===== config.mk =====
export PLATFORM = sky130hd
export DESIGN_NAME = f_fetch
export DESIGN_NICKNAME = d
export VERILOG_FILES = /design/src/rtl/f_fetch_pkg.sv /design/src/rtl/f_fetch_fd_reg.sv /design/src/rtl/f_fetch.sv
export SDC_FILE = /design/constraint.sdc
export NUM_CORES = 1
export LEC_CHECK = 0
export ABC_AREA = 1
export BUFFER_PORTS_ARGS = -buffer_cell sky130_fd_sc_hd__clkbuf_2
export CAP_MARGIN = 20
export CORE_AREA = 2 2 162 124
export DETAILED_ROUTE_END_ITERATION = 8
export DIE_AREA = 0 0 164 126
export PLACE_DENSITY = 0.7
export SLEW_MARGIN = 20
export SYNTH_ARGS = -nofsm -noshare
export SYNTH_HDL_FRONTEND = slang
export SYNTH_SLANG_ARGS = --single-unit

===== constraint.sdc =====
create_clock -name clk -period 2.2 [get_ports clk]
set_input_delay 0 -clock clk [delete_from_list [all_inputs] [get_ports clk]]
set_output_delay 0 -clock clk [all_outputs]
set_load 0.02 [all_outputs]

===== src/rtl/f_fetch_pkg.sv =====
// Constants and types shared by the fetch, decode and memory stages of the MIPS pipeline.
// The F/D payload struct keeps the pipeline-register port list compact.
package f_fetch_pkg;

    localparam logic [31:0] RESET_PC     = 32'h0000_3000;
    localparam logic [31:0] IM_BASE_ADDR = 32'h0000_3000;
    localparam int          IM_WORD_AW   = 12;
    localparam logic [31:0] NOP_INSTR    = 32'h0000_0000;

    typedef struct packed {
        logic [31:0] instr;
        logic [31:0] pc;
        logic        valid;
    } fd_t;

    // Word offset of a byte address inside instruction memory, before truncation.
    function automatic logic [31:0] im_word_offset(input logic [31:0] pc,
                                                   input logic [31:0] base);
        return (pc - base) >> 2;
    endfunction

endpackage


===== src/rtl/f_fetch_fd_reg.sv =====
// F/D pipeline register: captures the fetched instruction, its PC and a valid flag.
// Enable low freezes the whole register; reset (active-low, synchronous) empties it.
module f_fetch_fd_reg
    import f_fetch_pkg::*;
(
    input  logic clk,
    input  logic reset,
    input  logic en,
    input  fd_t  d,
    output fd_t  q
);

    always_ff @(posedge clk) begin
        if (!reset) begin
            q.instr <= NOP_INSTR;
            q.pc    <= 32'h0000_0000;
            q.valid <= 1'b0;
        end else if (en) begin
            q <= d;
        end
    end

endmodule


===== src/rtl/f_fetch.sv =====
// Fetch stage: PC register, next-PC selection with D-stage redirect (delay-slot semantics),
// instruction-memory addressing and the F/D register feeding decode.
module f_fetch
    import f_fetch_pkg::*;
#(
    parameter logic [31:0] PC_RESET = RESET_PC,
    parameter logic [31:0] IM_BASE  = IM_BASE_ADDR,
    parameter int          IM_AW    = IM_WORD_AW
) (
    input  logic             clk,
    input  logic             reset,
    input  logic             stall,
    input  logic             redir_valid,
    input  logic [31:0]      redir_pc,
    output logic [IM_AW-1:0] im_addr,
    input  logic [31:0]      im_rdata,
    output logic [31:0]      pc_f,
    output logic [31:0]      instr_d,
    output logic [31:0]      pc_d,
    output logic             valid_d,
    output logic             adel_f,
    output logic [31:0]      fetch_cnt
);

    logic [31:0] pc_next;
    fd_t         fd_in;
    fd_t         fd_out;

    // The memory address depends only on the PC register, never on stall or redirect.
    assign im_addr = IM_AW'(im_word_offset(pc_f, IM_BASE));
    assign adel_f  = (pc_f[1:0] != 2'b00) || (pc_f < IM_BASE);

    // A redirect seen in F leaves the current (delay-slot) fetch untouched.
    always_comb begin
        pc_next = pc_f + 32'd4;
        if (redir_valid) begin
            pc_next = redir_pc;
        end
    end

    always_ff @(posedge clk) begin
        if (!reset) begin
            pc_f      <= PC_RESET;
            fetch_cnt <= 32'h0000_0000;
        end else if (!stall) begin
            pc_f      <= pc_next;
            fetch_cnt <= fetch_cnt + 32'd1;
        end
    end

    // A faulting fetch still travels down as a valid nop so later stages can raise the exception.
    always_comb begin
        fd_in.instr = adel_f ? NOP_INSTR : im_rdata;
        fd_in.pc    = pc_f;
        fd_in.valid = 1'b1;
    end

    f_fetch_fd_reg u_fd_reg (
        .clk   (clk),
        .reset (reset),
        .en    (!stall),
        .d     (fd_in),
        .q     (fd_out)
    );

    assign instr_d = fd_out.instr;
    assign pc_d    = fd_out.pc;
    assign valid_d = fd_out.valid;

endmodule


==> impl_results.md <==
- Clk Latency, worst-skew pair: 0.41 ns
- Peak supply drop: 0.432 mV
- Worst-path clk slew: 0.06 ns
- Final net count: 1265
- Placed Area: 0.00756 sq mm
- Gate Count Post-Synth: 976
- Vias in the first global route: 6404
- Hold depth: 4
- Reg2Reg Depth: 8
- Slew @ Worst Pin: 0.988 ns
- Final setup margin: 0.198 ns
- Dpl hpwl: 15400 microns
- Layout Area Growth over Synthesis: 34.0%
- Net Sw Frac: 0.275
- Critical Path AT: 2.00 ns
- Top-area cell type share of the netlist area: 0.392
- Row cnt: 44
- R2R setup slack: 0.39 ns
- R2R Path End: pc_f[18]$_SDFFE_PN0N_
- Final setup vio count: 0
- Leakage power: 3.83 nW
- Register area share after synthesis: 0.392
- Clk buf depth: 2
- Yosys synthesis warning count: 0
- Chip height: 126 microns
- Outcome: complete, no violations
- Share of cells above drive strength 1: 0.230
- Die width: 164 microns
- Hold Crit Class: in -> reg
- Sink Count: 129
- Final Core Density: 0.462
- Final Hold Viols: 0
- Vias: 7153
- Grt ovf: 0
- Comb power frac: 0.140
- Crit start category: register
- Flop pwr share: 0.399
- Register Area: 0.00258 sq mm
- Worst-path maximum fanout: 33
- Area leader, netlist: dfxtp_1
- PwrDens: 733 mW/mm^2
- Core area: 0.0191 sq mm
- Setup TNS: 0 ns
- Overall routing resource usage: 0.212
- Drt pass-1 iters: 6
- Initial core utilization: 0.345
- Setup CP Type: reg -> out
- Total power: 0.00647 W
- Syn avg cell area: 6.75 sq um
- Slew margin rel.: 0.337
- Clock root cell: clkbuf_16
- Syn_nets: 1047
- Cts bufs inserted: 17
- TritonCTS clock tree: built
- NetSw: 0.00178 W
- Total internal power: 0.00469 W
- H-Tree Level Count: 4
- Max cap viols: 0
- Hold Startpoint: redir_valid
- Final wirelength: 22000 microns
- Fmax achieved: 500 MHz
- Final instance area: 0.00883 sq mm
- Number of fillers in the final layout: 1888
- Setup WS pre-CTS: 0.403 ns
- Clk network pwr share: 0.461
- Clk_skew: 0.0101 ns
- Part of the cycle the worst path needs: 0.910
- First-pass GRT wire length: 34500 microns
- Critical path required time: 2.20 ns
- Yosys reg bits: 129
- Top cells by area, synth: dfxtp_1, nand2_1, a21oi_1, nor2_1, o21ai_0
- R2r startpoint: pc_f[3]$_SDFFE_PN0N_
- Initial antenna violation count: 0
- RSZ-0062 raised after global routing: false
- Distinct cells, synth: 34
- Placer Congestion: 0.924
- Port Buffers: 209
- I/O pin count: 210
- Die area: 0.0207 sq mm
- DRT iter0 DRCs: 587
- WL/cell: 15.1 microns
- Post-synthesis cell area: 0.00659 sq mm
- Largest net degree at the start of global routing: 93
- Hold worst-path end: pc_f[9]$_SDFFE_PN0N_
- Final ANT Viol Nets: 0
- Max-slew violations: 0
- DRC violations left: 0
- Antenna Cells: 0
- Area taken by multi-input logic gates: 0.00324 sq mm
- Vias per cell: 4.90
- Minimum clock period: 2.00 ns
- CP endpoint kind: primary output
[cells in the final DEF, fill, tap and decap left out, drive strengths merged, types with 13 or more instances in the layout]
cell	netlist	routed
nand4	42	42
clkbuf	33	227
o21ai	77	77
nor2	142	142
nand3	41	41
dfxtp	129	129
buf	55	13
nand2	234	234
a21oi	114	114
inv	70	71
dlygate4sd3	0	65
[per-stage QoR]
stage / hold WS, ns / std cells
after floorplan: 0.135 / 976
after global placement: 0.249 / 1363
after detailed placement: 0.258 / 1363
after CTS: 0.0209 / 1459
after global routing: 0.0503 / 1459
final: 0.0560 / 1459
[state kept, by name (all words and copies together) (netlist names)]
name,count
fetch_cnt,32
pc_f,32
u_fd_reg.q,65
[cell families (layout without fill, tap and decap cells)]
kind of cell / Yosys count / after routing / share of synthesized area
fa+ha+maj: 3 / 3 / 0.00570
flops: 129 / 129 / 0.392
xor+xnor: 17 / 17 / 0.0226
compound gates: 200 / 200 / 0.155
simple gates: 467 / 467 / 0.308
buf+inv: 160 / 390 / 0.117
[worst max-delay path: stages (launching register included)]
cell	delay [ns]
dfxtp_1	0.48
inv_1	0.17
nand4_1	0.12
nor2_1	0.08
nand3_1	0.08
buf_4	0.34
nand2_1	0.12
clkbuf_2	0.18
[cells in the mapped netlist, drive strengths merged]
cell type and count:
o22ai 1, clkinv 2, clkbuf 33, nand3 41
nor2 142, ha 3, nor3 6, dfxtp 129
inv 70, nand4 42, o21bai 1, nor3b 1
a221oi 1, o21a 1, xnor2 5, o211ai 1
a31oi 3, a21oi 114, o21ai 77, buf 55
xor2 12, nand2 234, o21ba 1, nand3b 1
[repair_timing]
action,in CTS,in global routing
endpoints found under the hold margin,66,0
resized for setup,0,0
hold buffers,65,0
setup buffers,0,0
endpoints found under the setup margin,0,0
[routing by layer]
| metal | GRT usage | vias to the layer above | wire, microns |
|---|---|---|---|
| met4 | 0.0562 | 0 | 297 |
| li1 | - | 3596 | - |
| met5 | 0 | - | 0 |
| met3 | 0.0570 | 21 | 1910 |
| met1 | 0.320 | 3228 | 10800 |
| met2 | 0.294 | 308 | 9020 |
[layout make-up]
| cell class | count | share of cell area |
|---|---|---|
| inverter | 72 | 0.0306 |
| tap | 253 | 0.0358 |
| multi-input combinational | 687 | 0.367 |
| timing repair buffer | 287 | 0.205 |
| sequential | 129 | 0.292 |
| clock buffer | 18 | 0.0486 |
| clock inverter | 13 | 0.0212 |
[worst max path at each step]
stage,start,end,slack (ns),depth (start not counted)
after floorplan,fetch_cnt[0]$_SDFFE_PN0N_,fetch_cnt[24]$_SDFFE_PN0N_,0.57,8
after global placement,pc_f[3]$_SDFFE_PN0N_,pc_f[18]$_SDFFE_PN0N_,0.43,8
after detailed placement,pc_f[3]$_SDFFE_PN0N_,pc_f[22]$_SDFFE_PN0N_,0.40,7
after global routing,pc_f[26]$_SDFFE_PN0N_,adel_f,0.06,7
final,pc_f[26]$_SDFFE_PN0N_,adel_f,0.20,7
after CTS,pc_f[26]$_SDFFE_PN0N_,adel_f,0.18,7
[power groups by stage]
stage / clock network [W] / registers (W) / logic [W]
6_report: 0.00299 / 0.00258 / 0.000906
5_1_grt: 0.00315 / 0.00260 / 0.000990
4_1_cts: 0.00306 / 0.00258 / 0.000900
3_5_place_dp: 0 / 0.00263 / 0.000805
3_3_place_gp: 0 / 0.00263 / 0.000800
2_1_floorplan: 0 / 0.00269 / 0.000478
(Power assumes the default switching activity.)
